### src/rtl/ram_arb_stn2tft_if.sv
// rtl/ram_arb_stn2tft_if.sv - requester and frame-RAM bundle for the stn2tft RAM arbiter
// The arbiter takes the slave view; requesters and the RAM take the master view.
interface ram_arb_stn2tft_if #(
   parameter int ADDR_W = 13,
   parameter int DATA_W = 8
);
   logic              rd_req;
   logic [ADDR_W-1:0] rd_addr;
   logic              rd_gnt;
   logic              rd_vld;
   logic [DATA_W-1:0] rd_data;

   logic              wr_req;
   logic [ADDR_W-1:0] wr_addr;
   logic [DATA_W-1:0] wr_data;
   logic              wr_gnt;

   logic              hs_req;
   logic              hs_we;
   logic [ADDR_W-1:0] hs_addr;
   logic [DATA_W-1:0] hs_wdata;
   logic              hs_gnt;
   logic              hs_vld;
   logic [DATA_W-1:0] hs_rdata;

   logic              err_clr;
   logic              err_oor;

   logic              ram_ce;
   logic              ram_we;
   logic [ADDR_W-1:0] ram_addr;
   logic [DATA_W-1:0] ram_wdata;
   logic [DATA_W-1:0] ram_rdata;

   modport slave (
      input  rd_req, rd_addr, wr_req, wr_addr, wr_data,
      input  hs_req, hs_we, hs_addr, hs_wdata, err_clr, ram_rdata,
      output rd_gnt, rd_vld, rd_data, wr_gnt, hs_gnt, hs_vld, hs_rdata,
      output err_oor, ram_ce, ram_we, ram_addr, ram_wdata
   );

   modport master (
      output rd_req, rd_addr, wr_req, wr_addr, wr_data,
      output hs_req, hs_we, hs_addr, hs_wdata, err_clr, ram_rdata,
      input  rd_gnt, rd_vld, rd_data, wr_gnt, hs_gnt, hs_vld, hs_rdata,
      input  err_oor, ram_ce, ram_we, ram_addr, ram_wdata
   );
endinterface

### src/rtl/ram_arb_stn2tft.sv
// rtl/ram_arb_stn2tft.sv - frame-RAM arbiter for TFT readout, STN capture and host port
// Starvation boosting, registered RAM drive, 2-stage read-return tags, out-of-range guard.
module ram_arb_stn2tft #(
   parameter int ADDR_W      = 13,
   parameter int DATA_W      = 8,
   parameter int RAM_DEPTH   = 6144,
   parameter int WR_MAX_WAIT = 4,
   parameter int HS_MAX_WAIT = 16
) (
   input  logic                clk,
   input  logic                rst_x,
   ram_arb_stn2tft_if.slave    bus
);
   localparam int WRW_W = $clog2(WR_MAX_WAIT + 1);
   localparam int HSW_W = $clog2(HS_MAX_WAIT + 1);

   logic [WRW_W-1:0]  r_wr_wait;
   logic [HSW_W-1:0]  r_hs_wait;
   logic              r_ram_ce, r_ram_we;
   logic [ADDR_W-1:0] r_ram_addr;
   logic [DATA_W-1:0] r_ram_wdata;
   logic              r_t1_rd, r_t1_hs, r_t1_oor;
   logic              r_t2_rd, r_t2_hs, r_t2_oor;
   logic              r_err_oor;
   logic [DATA_W-1:0] r_rd_hold, r_hs_hold;

   logic              w_rd_oor, w_wr_oor, w_hs_oor;
   logic              w_wr_boost, w_hs_boost;
   logic              w_rd_g, w_wr_g, w_hs_g, w_any;
   logic [ADDR_W-1:0] w_sel_addr;
   logic [DATA_W-1:0] w_sel_wdata;
   logic              w_sel_oor, w_sel_we;
   logic [DATA_W-1:0] w_ret_data;

   assign w_rd_oor = {{(32-ADDR_W){1'b0}}, bus.rd_addr} >= 32'(RAM_DEPTH);
   assign w_wr_oor = {{(32-ADDR_W){1'b0}}, bus.wr_addr} >= 32'(RAM_DEPTH);
   assign w_hs_oor = {{(32-ADDR_W){1'b0}}, bus.hs_addr} >= 32'(RAM_DEPTH);

   assign w_wr_boost = bus.wr_req && (r_wr_wait == WRW_W'(WR_MAX_WAIT));
   assign w_hs_boost = bus.hs_req && (r_hs_wait == HSW_W'(HS_MAX_WAIT));

   // Grants are gated by reset so nothing is granted while rst_x is low.
   always_comb begin
      w_rd_g = 1'b0;
      w_wr_g = 1'b0;
      w_hs_g = 1'b0;
      if (rst_x) begin
         if (w_wr_boost)      w_wr_g = 1'b1;
         else if (w_hs_boost) w_hs_g = 1'b1;
         else if (bus.rd_req) w_rd_g = 1'b1;
         else if (bus.wr_req) w_wr_g = 1'b1;
         else if (bus.hs_req) w_hs_g = 1'b1;
      end
   end

   assign w_any = w_rd_g | w_wr_g | w_hs_g;

   always_comb begin
      w_sel_addr  = bus.rd_addr;
      w_sel_wdata = bus.wr_data;
      w_sel_oor   = 1'b0;
      w_sel_we    = 1'b0;
      if (w_wr_g) begin
         w_sel_addr  = bus.wr_addr;
         w_sel_wdata = bus.wr_data;
         w_sel_oor   = w_wr_oor;
         w_sel_we    = 1'b1;
      end else if (w_hs_g) begin
         w_sel_addr  = bus.hs_addr;
         w_sel_wdata = bus.hs_wdata;
         w_sel_oor   = w_hs_oor;
         w_sel_we    = bus.hs_we;
      end else if (w_rd_g) begin
         w_sel_oor   = w_rd_oor;
      end
   end

   always_ff @(posedge clk or negedge rst_x) begin
      if (!rst_x) begin
         r_wr_wait   <= '0;
         r_hs_wait   <= '0;
         r_ram_ce    <= 1'b0;
         r_ram_we    <= 1'b0;
         r_ram_addr  <= '0;
         r_ram_wdata <= '0;
         r_t1_rd     <= 1'b0;
         r_t1_hs     <= 1'b0;
         r_t1_oor    <= 1'b0;
         r_t2_rd     <= 1'b0;
         r_t2_hs     <= 1'b0;
         r_t2_oor    <= 1'b0;
         r_err_oor   <= 1'b0;
         r_rd_hold   <= '0;
         r_hs_hold   <= '0;
      end else begin
         if (bus.wr_req && !w_wr_g) begin
            if (r_wr_wait != WRW_W'(WR_MAX_WAIT)) r_wr_wait <= r_wr_wait + 1'b1;
         end else begin
            r_wr_wait <= '0;
         end
         if (bus.hs_req && !w_hs_g) begin
            if (r_hs_wait != HSW_W'(HS_MAX_WAIT)) r_hs_wait <= r_hs_wait + 1'b1;
         end else begin
            r_hs_wait <= '0;
         end

         // An out-of-range winner still occupies the slot but never reaches the RAM.
         r_ram_ce <= w_any && !w_sel_oor;
         r_ram_we <= w_any && !w_sel_oor && w_sel_we;
         if (w_any)             r_ram_addr  <= w_sel_addr;
         if (w_any && w_sel_we) r_ram_wdata <= w_sel_wdata;

         r_t1_rd  <= w_rd_g;
         r_t1_hs  <= w_hs_g && !bus.hs_we;
         r_t1_oor <= w_sel_oor;
         r_t2_rd  <= r_t1_rd;
         r_t2_hs  <= r_t1_hs;
         r_t2_oor <= r_t1_oor;

         if (w_any && w_sel_oor) r_err_oor <= 1'b1;
         else if (bus.err_clr)   r_err_oor <= 1'b0;

         if (r_t2_rd) r_rd_hold <= w_ret_data;
         if (r_t2_hs) r_hs_hold <= w_ret_data;
      end
   end

   assign w_ret_data = r_t2_oor ? '0 : bus.ram_rdata;

   assign bus.rd_gnt    = w_rd_g;
   assign bus.wr_gnt    = w_wr_g;
   assign bus.hs_gnt    = w_hs_g;
   assign bus.rd_vld    = r_t2_rd;
   assign bus.hs_vld    = r_t2_hs;
   assign bus.rd_data   = r_t2_rd ? w_ret_data : r_rd_hold;
   assign bus.hs_rdata  = r_t2_hs ? w_ret_data : r_hs_hold;
   assign bus.err_oor   = r_err_oor;
   assign bus.ram_ce    = r_ram_ce;
   assign bus.ram_we    = r_ram_we;
   assign bus.ram_addr  = r_ram_addr;
   assign bus.ram_wdata = r_ram_wdata;
endmodule
### src/flat_wrapper.sv
// flat-port wrapper written by rule: the top's interface ports become plain ports
module ram_arb_stn2tft_flat 
#(
   parameter int ADDR_W      = 13,
   parameter int DATA_W      = 8,
   parameter int RAM_DEPTH   = 6144,
   parameter int WR_MAX_WAIT = 4,
   parameter int HS_MAX_WAIT = 16
)
  (clk, rst_x, bus_rd_req, bus_rd_addr, bus_wr_req, bus_wr_addr, bus_wr_data, bus_hs_req, bus_hs_we, bus_hs_addr, bus_hs_wdata, bus_err_clr, bus_ram_rdata, bus_rd_gnt, bus_rd_vld, bus_rd_data, bus_wr_gnt, bus_hs_gnt, bus_hs_vld, bus_hs_rdata, bus_err_oor, bus_ram_ce, bus_ram_we, bus_ram_addr, bus_ram_wdata);
  ram_arb_stn2tft_if #(.ADDR_W(ADDR_W), .DATA_W(DATA_W)) bus_i ();
  input  logic clk;
  input  logic rst_x;
  input wire logic [$bits(bus_i.rd_req)-1:0] bus_rd_req;
  input wire logic [$bits(bus_i.rd_addr)-1:0] bus_rd_addr;
  input wire logic [$bits(bus_i.wr_req)-1:0] bus_wr_req;
  input wire logic [$bits(bus_i.wr_addr)-1:0] bus_wr_addr;
  input wire logic [$bits(bus_i.wr_data)-1:0] bus_wr_data;
  input wire logic [$bits(bus_i.hs_req)-1:0] bus_hs_req;
  input wire logic [$bits(bus_i.hs_we)-1:0] bus_hs_we;
  input wire logic [$bits(bus_i.hs_addr)-1:0] bus_hs_addr;
  input wire logic [$bits(bus_i.hs_wdata)-1:0] bus_hs_wdata;
  input wire logic [$bits(bus_i.err_clr)-1:0] bus_err_clr;
  input wire logic [$bits(bus_i.ram_rdata)-1:0] bus_ram_rdata;
  output wire logic [$bits(bus_i.rd_gnt)-1:0] bus_rd_gnt;
  output wire logic [$bits(bus_i.rd_vld)-1:0] bus_rd_vld;
  output wire logic [$bits(bus_i.rd_data)-1:0] bus_rd_data;
  output wire logic [$bits(bus_i.wr_gnt)-1:0] bus_wr_gnt;
  output wire logic [$bits(bus_i.hs_gnt)-1:0] bus_hs_gnt;
  output wire logic [$bits(bus_i.hs_vld)-1:0] bus_hs_vld;
  output wire logic [$bits(bus_i.hs_rdata)-1:0] bus_hs_rdata;
  output wire logic [$bits(bus_i.err_oor)-1:0] bus_err_oor;
  output wire logic [$bits(bus_i.ram_ce)-1:0] bus_ram_ce;
  output wire logic [$bits(bus_i.ram_we)-1:0] bus_ram_we;
  output wire logic [$bits(bus_i.ram_addr)-1:0] bus_ram_addr;
  output wire logic [$bits(bus_i.ram_wdata)-1:0] bus_ram_wdata;
  assign bus_i.rd_req = bus_rd_req;
  assign bus_i.rd_addr = bus_rd_addr;
  assign bus_i.wr_req = bus_wr_req;
  assign bus_i.wr_addr = bus_wr_addr;
  assign bus_i.wr_data = bus_wr_data;
  assign bus_i.hs_req = bus_hs_req;
  assign bus_i.hs_we = bus_hs_we;
  assign bus_i.hs_addr = bus_hs_addr;
  assign bus_i.hs_wdata = bus_hs_wdata;
  assign bus_i.err_clr = bus_err_clr;
  assign bus_i.ram_rdata = bus_ram_rdata;
  assign bus_rd_gnt = bus_i.rd_gnt;
  assign bus_rd_vld = bus_i.rd_vld;
  assign bus_rd_data = bus_i.rd_data;
  assign bus_wr_gnt = bus_i.wr_gnt;
  assign bus_hs_gnt = bus_i.hs_gnt;
  assign bus_hs_vld = bus_i.hs_vld;
  assign bus_hs_rdata = bus_i.hs_rdata;
  assign bus_err_oor = bus_i.err_oor;
  assign bus_ram_ce = bus_i.ram_ce;
  assign bus_ram_we = bus_i.ram_we;
  assign bus_ram_addr = bus_i.ram_addr;
  assign bus_ram_wdata = bus_i.ram_wdata;
  ram_arb_stn2tft #(.ADDR_W(ADDR_W), .DATA_W(DATA_W), .RAM_DEPTH(RAM_DEPTH), .WR_MAX_WAIT(WR_MAX_WAIT), .HS_MAX_WAIT(HS_MAX_WAIT)) u_core (.clk(clk), .rst_x(rst_x), .bus(bus_i));
endmodule
### config.mk
export PLATFORM = sky130hd
export DESIGN_NAME = ram_arb_stn2tft_flat
export DESIGN_NICKNAME = d
export VERILOG_FILES = /design/src/rtl/ram_arb_stn2tft_if.sv /design/src/rtl/ram_arb_stn2tft.sv /design/src/flat_wrapper.sv
export SDC_FILE = /design/constraint.sdc
export NUM_CORES = 1
export LEC_CHECK = 0
export BUFFER_PORTS_ARGS = -buffer_cell sky130_fd_sc_hd__buf_2
export CAP_MARGIN = 10
export CORE_MARGIN = 10
export CORE_UTILIZATION = 52
export CTS_BUF_LIST = sky130_fd_sc_hd__clkbuf_2 sky130_fd_sc_hd__clkbuf_4 sky130_fd_sc_hd__clkbuf_8
export CTS_CLUSTER_DIAMETER = 120
export DETAILED_ROUTE_END_ITERATION = 7
export GPL_TIMING_DRIVEN = 0
export PLACE_DENSITY = 0.94
export SLEW_MARGIN = 20
export SYNTH_ARGS = -nofsm -noshare
export SYNTH_HDL_FRONTEND = slang
export SYNTH_SLANG_ARGS = --single-unit
### constraint.sdc
create_clock -name clk -period 4.6 [get_ports clk]
set_clock_uncertainty 0.15 [all_clocks]
set_input_delay 0.69 -clock clk [delete_from_list [all_inputs] [get_ports clk]]
set_output_delay 0.69 -clock clk [all_outputs]
set_load 0.1 [all_outputs]
==> results.cfg, run 1 <==
[placement]
dp_hpwl_um = 5584
port-buffer-count = 114
pre_cts_slack_ps = 1347
placedCellCount = 382
gp_congestion = 0.8318

[cells_and_area]
final_cell_count_no_fill = 390
seqCellArea_um2 = 1351
multi_input_comb_area_um2 = 1039
area_growth_pct = 29.54
drive_above_1_share = 0.4732
n_antenna_cell = 0
fin_nets = 409
fillers = 350

[setup_path]
crit_fanout = 61
crit_path_start_kind = input pin
cp_top_family = buffers and inverters
crit_arrival_ps = 2360
crit_top_cell = buf_4
path_cells = buf_4 > and2_1 > o211ai_4 > buf_4 > inv_1 > buf_2
worstSetupPathType = in -> out
required_ps = 3760
critPathMaxStageDelay_ps = 550
critical_path.endpoint_type = output pin
path_buf_inv = 4
worst_path_max_delay_cell = buf_4

[sta]
rsz0062_at_grt = false
worst_pin_slew_ps = 709.7
timing.final.crit_period_ps = 3201
fin_setup_tns_ps = 0
layout_setup_ws_ps = 1399
finalSetupViolations = 0
maxSlewViolCount = 0
slew_headroom = 0.5269
clock.fmax_mhz = 312.4
fin_crit_sh = 0.6958
final-hold-violation-count = 0

[floorplan]
fp-row-count = 25
core-area_um2 = 4661
die_area_um2 = 7916
start_util = 0.5307
die_w_um = 88.97
die_y_um = 88.97
io_pins = 115

[synth]
ys_seq_area_frac = 0.5463
synth-warning-count = 0
ys_types = 41
syn_inst = 214
ys_seq_elements = 54
synth_top_flop_cell = dfrtp_1
synthesis.area_um2 = 2474
syn_nets = 288
ys_async_sr_fraction = 1.000
avgSynthCellArea_um2 = 11.56
synth_edf_count = 0

[global_route]
grt_pass1_vias = 2177
top_usage_layer = met2
grt_use_met1 = 0.2186
grtUsageMet3 = 0.04831
grt_first_pass_wirelength_um = 10980
grt_antenna_before_repair = 0
track_usage = 0.1776
grt_max_degree = 62
grt_use_met2 = 0.3012
grt-ovfl-total = 0

[routing]
drc = 0
via_per_inst = 5.600
vias = 2184
avgRoutedWirePerCell_um = 17.99
ant_nets = 0
firstDrtPassIters = 4
drt_iter0_drc = 97
wirelength_um = 7015

[clock_tree]
cts-root-buf = clkbuf_8
path_clk_slew_ps = 80
cts_tree = yes
cts_buffer_depth = 2
clk_latency_ps = 300
numCtsBuffers = 5
cts_setup_buffers = 0
cts_max_level = 2
cts.repair.resized = 0
cts_hold_buf = 0
clock_sinks = 54

[pwr]
p_per_area_nw_per_um2 = 488.9
total_power_uw = 1567
p_leak_uw = 0.001558
peakVddDrop_mv = 0.2416

[worst_hold_path]
hold_class = reg -> reg

[flow_run]
cap_violations = 0

[outcome]
status = finished clean
[worst paths after layout]
| check | from | to | slack, ps | depth (start not counted) |
|---|---|---|---|---|
| max | rst_x | bus_wr_gnt | 1400 | 6 |
| min | u_core.r_t1_hs | u_core.bus.hs_vld | 200 | 0 |
| max reg2reg | u_core.r_hs_wait[0] | u_core.bus.ram_wdata[6] | 2440 | 6 |
| min reg2reg | u_core.r_t1_hs | u_core.bus.hs_vld | 200 | 0 |
| max in group asynchronous | rst_x | u_core.bus.ram_wdata[5] | 3550 | 1 |
| min in group asynchronous | rst_x | u_core.r_rd_hold[4] | 290 | 1 |
[sequential cells by signal (all words and copies together) (netlist names)]
register	cells
u_core.bus.err_oor	1
u_core.bus.hs_vld	1
u_core.r_hs_hold	8
u_core.r_rd_hold	8
u_core.bus.rd_vld	1
u_core.r_t1_hs	1
u_core.r_t1_oor	1
u_core.bus.ram_addr	13
u_core.bus.ram_ce	1
u_core.bus.ram_we	1
u_core.bus.ram_wdata	8
u_core.r_t1_rd	1
u_core.r_t2_oor	1
u_core.r_hs_wait	5
u_core.r_wr_wait	3
[cell families after synthesis]
kind of cell | share of synthesized area
flip-flops | 0.5463
AO/OA/AOI/OAI | 0.2094
buffers and inverters | 0.03389
multiplexers | 0.07284
AND/OR/NAND/NOR | 0.1067
adder cells (fa/ha/maj) | 0.02023
XOR/XNOR | 0.01062
[layout make-up]
class                           instances  share of cell area
Timing Repair Buffer                  114              0.1788
Tap cell                               54             0.02109
Buffer                                  9             0.01562
Sequential cell                        54              0.4217
Inverter                                9             0.01054
Clock buffer                            6             0.02382
Clock inverter                          2            0.004295
Multi-Input combinational cell        142              0.3241
[report_power, final]
| group | total (µW) | switching (µW) | internal (µW) | leakage [µW] |
|---|---|---|---|---|
| clock | 259 | 145 | 114 | 0.0000486 |
| sequential | 572 | 29.6 | 542 | 0.000649 |
| combinational | 736 | 603 | 133 | 0.000860 |
[synth_stat cells (2+ instances only)]
| cell | n | share of area |
|---|---|---|
| o2111ai_1 | 2 | 0.0071 |
| nand3_1 | 3 | 0.0061 |
| xor2_1 | 2 | 0.0071 |
| a21oi_1 | 19 | 0.038 |
| nand2_1 | 6 | 0.0091 |
| a21o_1 | 2 | 0.0061 |
| o221a_1 | 2 | 0.0091 |
| mux2_2 | 16 | 0.073 |
| buf_2 | 4 | 0.0081 |
| dfrtp_1 | 54 | 0.55 |
| clkbuf_1 | 2 | 0.0030 |
| nor2b_1 | 8 | 0.020 |
| o21a_1 | 3 | 0.0091 |
| o22ai_1 | 26 | 0.066 |
| nor2_1 | 11 | 0.017 |
| inv_1 | 9 | 0.014 |
| buf_4 | 3 | 0.0091 |
| nand2b_1 | 2 | 0.0051 |
| o221a_2 | 6 | 0.027 |
| o21ai_1 | 2 | 0.0040 |
| nand3b_1 | 2 | 0.0061 |
| ha_1 | 4 | 0.020 |
| or3_1 | 8 | 0.020 |
[layout by cell type, fill, tap and decap left out, types with 3 or more instances in the layout]
| cell type | count |
|---|---|
| ha_1 | 4 |
| o221a_2 | 6 |
| clkbuf_8 | 5 |
| nand3_1 | 3 |
| buf_4 | 4 |
| nor2b_1 | 8 |
| inv_1 | 9 |
| mux2_2 | 16 |
| dfrtp_1 | 54 |
| nand2_1 | 6 |
| o22ai_1 | 26 |
| buf_2 | 117 |
| a21oi_1 | 19 |
| o21a_1 | 3 |
| nor2_1 | 11 |
| or3_1 | 8 |
[per-stage QoR]
stage | cell area [µm²] | utilization | hold slack (ps)
finish | 3204 | 0.6875 | 203.6
global route | 3204 | 0.6875 | 229.2
CTS | 3204 | 0.6875 | 204.7
detailed placement | 3114 | 0.6682 | 184.7
global placement | 3112 | 0.6677 | 183.7
floorplan | 2474 | - | 181.2
[routing by layer]
| metal | up-vias | wire length (µm) |
|---|---|---|
| li1 | 1043 | - |
| met1 | 1052 | 2828 |
| met2 | 79 | 3454 |
| met3 | 10 | 634 |
| met4 | 0 | 98 |
| met5 | - | 0 |
(Power assumes the default switching activity.)
==> run 2, diff against run 1 <==
- ABC_AREA: default -> 1
- CORE_UTILIZATION: 52 -> 44
- PLACE_DENSITY: 0.94 -> 0.84
- clock period: 4.6 -> 2.7 ns (I/O delays scaled with it)
==> results.cfg, run 2 <==
[outcome]
status = finished clean

[clock_tree]
cts-root-buf = clkbuf_8
cts_tree = yes
clk_latency_ps = 300
clock_sinks = 54
numCtsBuffers = 5
cts_buffer_depth = 2
path_clk_slew_ps = 90
cts_setup_buffers = 0
cts_max_level = 2

[synth]
ys_types = 30
synth_edf_count = 0
syn_inst = 313
synthesis.area_um2 = 2684
netlist_top_cells_count = nand2_1 (79), dfrtp_1 (54), nand3_1 (54)
synth.top_cell.area_share = 0.5035
ys_seq_area_frac = 0.5035
synth_top_flop_cell = dfrtp_1
yosys-top-cells-area = dfrtp_1 (50%), nand2_1 (11%), nand3_1 (10%), a21oi_1 (3.4%), nor2_1 (3.4%)
syn_nets = 387
synth.largest_area_cell = dfrtp_1
ys_async_sr_fraction = 1.000
ys_seq_elements = 54
yosysMostFrequentCell = nand2_1
synth-warning-count = 0
avgSynthCellArea_um2 = 8.575

[sta]
maxSlewViolCount = 0
finalSetupViolations = 0
final-hold-violation-count = 0
slew_headroom = 0.6611
rsz0062_at_grt = false
fin_crit_sh = 0.9419
timing.final.crit_period_ps = 2543
fin_setup_tns_ps = 0
worst_pin_slew_ps = 511.9
clock.fmax_mhz = 393.2
holdWs_ps = 142.7

[placement]
dp_hpwl_um = 6116
port-buffer-count = 114
gp_congestion = 0.8404
place_area_um2 = 3383

[cells_and_area]
mostFrequentLayoutCells = buf_2 (115), nand2_1 (79), nand3_1 (54)
drive_above_1_share = 0.3684
area_growth_pct = 32.12
final_common_cell = buf_2
largest_reg_flops = 13
fin_area_um2 = 3546
seqCellArea_um2 = 1354
multi_input_comb_area_um2 = 1197
fin_nets = 510
n_antenna_cell = 0
fillers = 513

[routing]
ant_nets = 0
via_per_inst = 5.035
drc = 0
firstDrtPassIters = 4
vias = 2578
wirelength_um = 7875
avgRoutedWirePerCell_um = 15.38
drt_iter0_drc = 91

[global_route]
grt_pass1_vias = 2660
grt-ovfl-total = 0
grt_first_pass_wirelength_um = 12720
grt_max_degree = 59
track_usage = 0.1573
grt_antenna_before_repair = 0

[pwr]
p_leak_uw = 0.001900
p_per_area_nw_per_um2 = 852.6
peakVddDrop_mv = 0.5660

[floorplan]
fp-row-count = 28
die_area_um2 = 9624
io_pins = 115
start_util = 0.4533
die_y_um = 98.10
core-area_um2 = 5921
die_w_um = 98.10

[setup_path]
r2r_cells = 10
critPathMaxStageDelay_ps = 440
r2r-start = u_core.r_wr_wait[0]
critical_path.endpoint_type = output pin
reg2reg_to = u_core.bus.ram_addr[7]
required_ps = 2140
worst_path_max_delay_cell = buf_2
worstSetupPathType = reg -> out
crit_path_start_kind = flip-flop
crit_arrival_ps = 1990
path_cells = clkbuf_1 > clkbuf_2 > nor2_1 > a21oi_4 > buf_2
crit_fanout = 10
regToRegSetupSlack_ps = 710

[worst_hold_path]
hold_class = in -> reg
whs_path_depth = 2
worstHoldStart = bus_hs_we
holdPathEnd = u_core.r_t1_hs

[flow_run]
cap_violations = 0
==> run 2: kinds of logic (layout without fill, tap and decap cells) <==
group                      after synthesis  count (layout)  synth area share
and+or+nand+nor                        192             192            0.3399
DFF                                     54              54            0.5035
buffers and inverters                   30             154           0.06154
AOI/OAI and AO/OA                       29              29           0.06341
adders and majority gates                4               4           0.01865
xor gates and xnor gates                 4               4           0.01306
==> run 2: what timing repair did <==
action / CTS / global route
hold buffers: 0 / 2
gates resized for setup: 2 / 4
setup endpoints to repair: 3 / 3
hold endpoints to repair: 0 / 54
==> run 2: stage by stage <==
| stage | utilization | power (µW) | setup WS, ps | instances |
|---|---|---|---|---|
| detailed placement | 0.5714 | 2500 | 75.12 | 502 |
| global route | 0.5989 | 3170 | 15.45 | 512 |
| floorplan | - | 2214 | -470.7 | 313 |
| finish | 0.5989 | 3023 | 156.8 | 512 |
| global placement | 0.5710 | 2472 | -341.0 | 502 |
| CTS | 0.5913 | 3043 | 12.14 | 510 |
==> run 2: how the worst max path moves through the flow <==
stage | startpoint | end | slack, ps
global placement | rst_x | bus_hs_gnt | -340
CTS | u_core.bus.hs_vld | bus_hs_rdata[6] | 10
global route | u_core.bus.rd_vld | bus_rd_data[4] | 20
floorplan | u_core.bus.hs_vld | bus_hs_rdata[0] | -470
finish | u_core.bus.rd_vld | bus_rd_data[4] | 160
detailed placement | rst_x | bus_hs_gnt | 80
==> run 2: worst max-delay path: cells and delay by family (launching register included) <==
family | cells | cell delay (ps)
buffers and inverters | 3 | 1060
DFF | 1 | 360
and+or+nand+nor | 1 | 130
AOI/OAI and AO/OA | 1 | 130
==> run 2: cell type report <==
class | count | area share
sequential | 54 | 0.3818
multi-input combinational | 229 | 0.3377
timing repair buffer | 116 | 0.1747
buffer | 15 | 0.03070
tap | 75 | 0.02646
clock buffer | 6 | 0.02152
inverter | 15 | 0.01658
clock inverter | 2 | 0.01059
==> run 2: routing by layer <==
metal | global-route usage | up-vias | wire length, µm
li1 | - | 1264 | -
met1 | 0.1968 | 1200 | 3519
met2 | 0.2492 | 103 | 3610
met3 | 0.05708 | 11 | 631
met4 | 0.04474 | 0 | 114
met5 | 0 | - | 0
==> run 2: power by group <==
part / leakage, µW / switching, µW / internal [µW]
clock: 0.0000548 / 250 / 287
sequential: 0.000656 / 62.1 / 944
combinational: 0.00119 / 1230 / 246
total: 0.00190 / 1550 / 1480
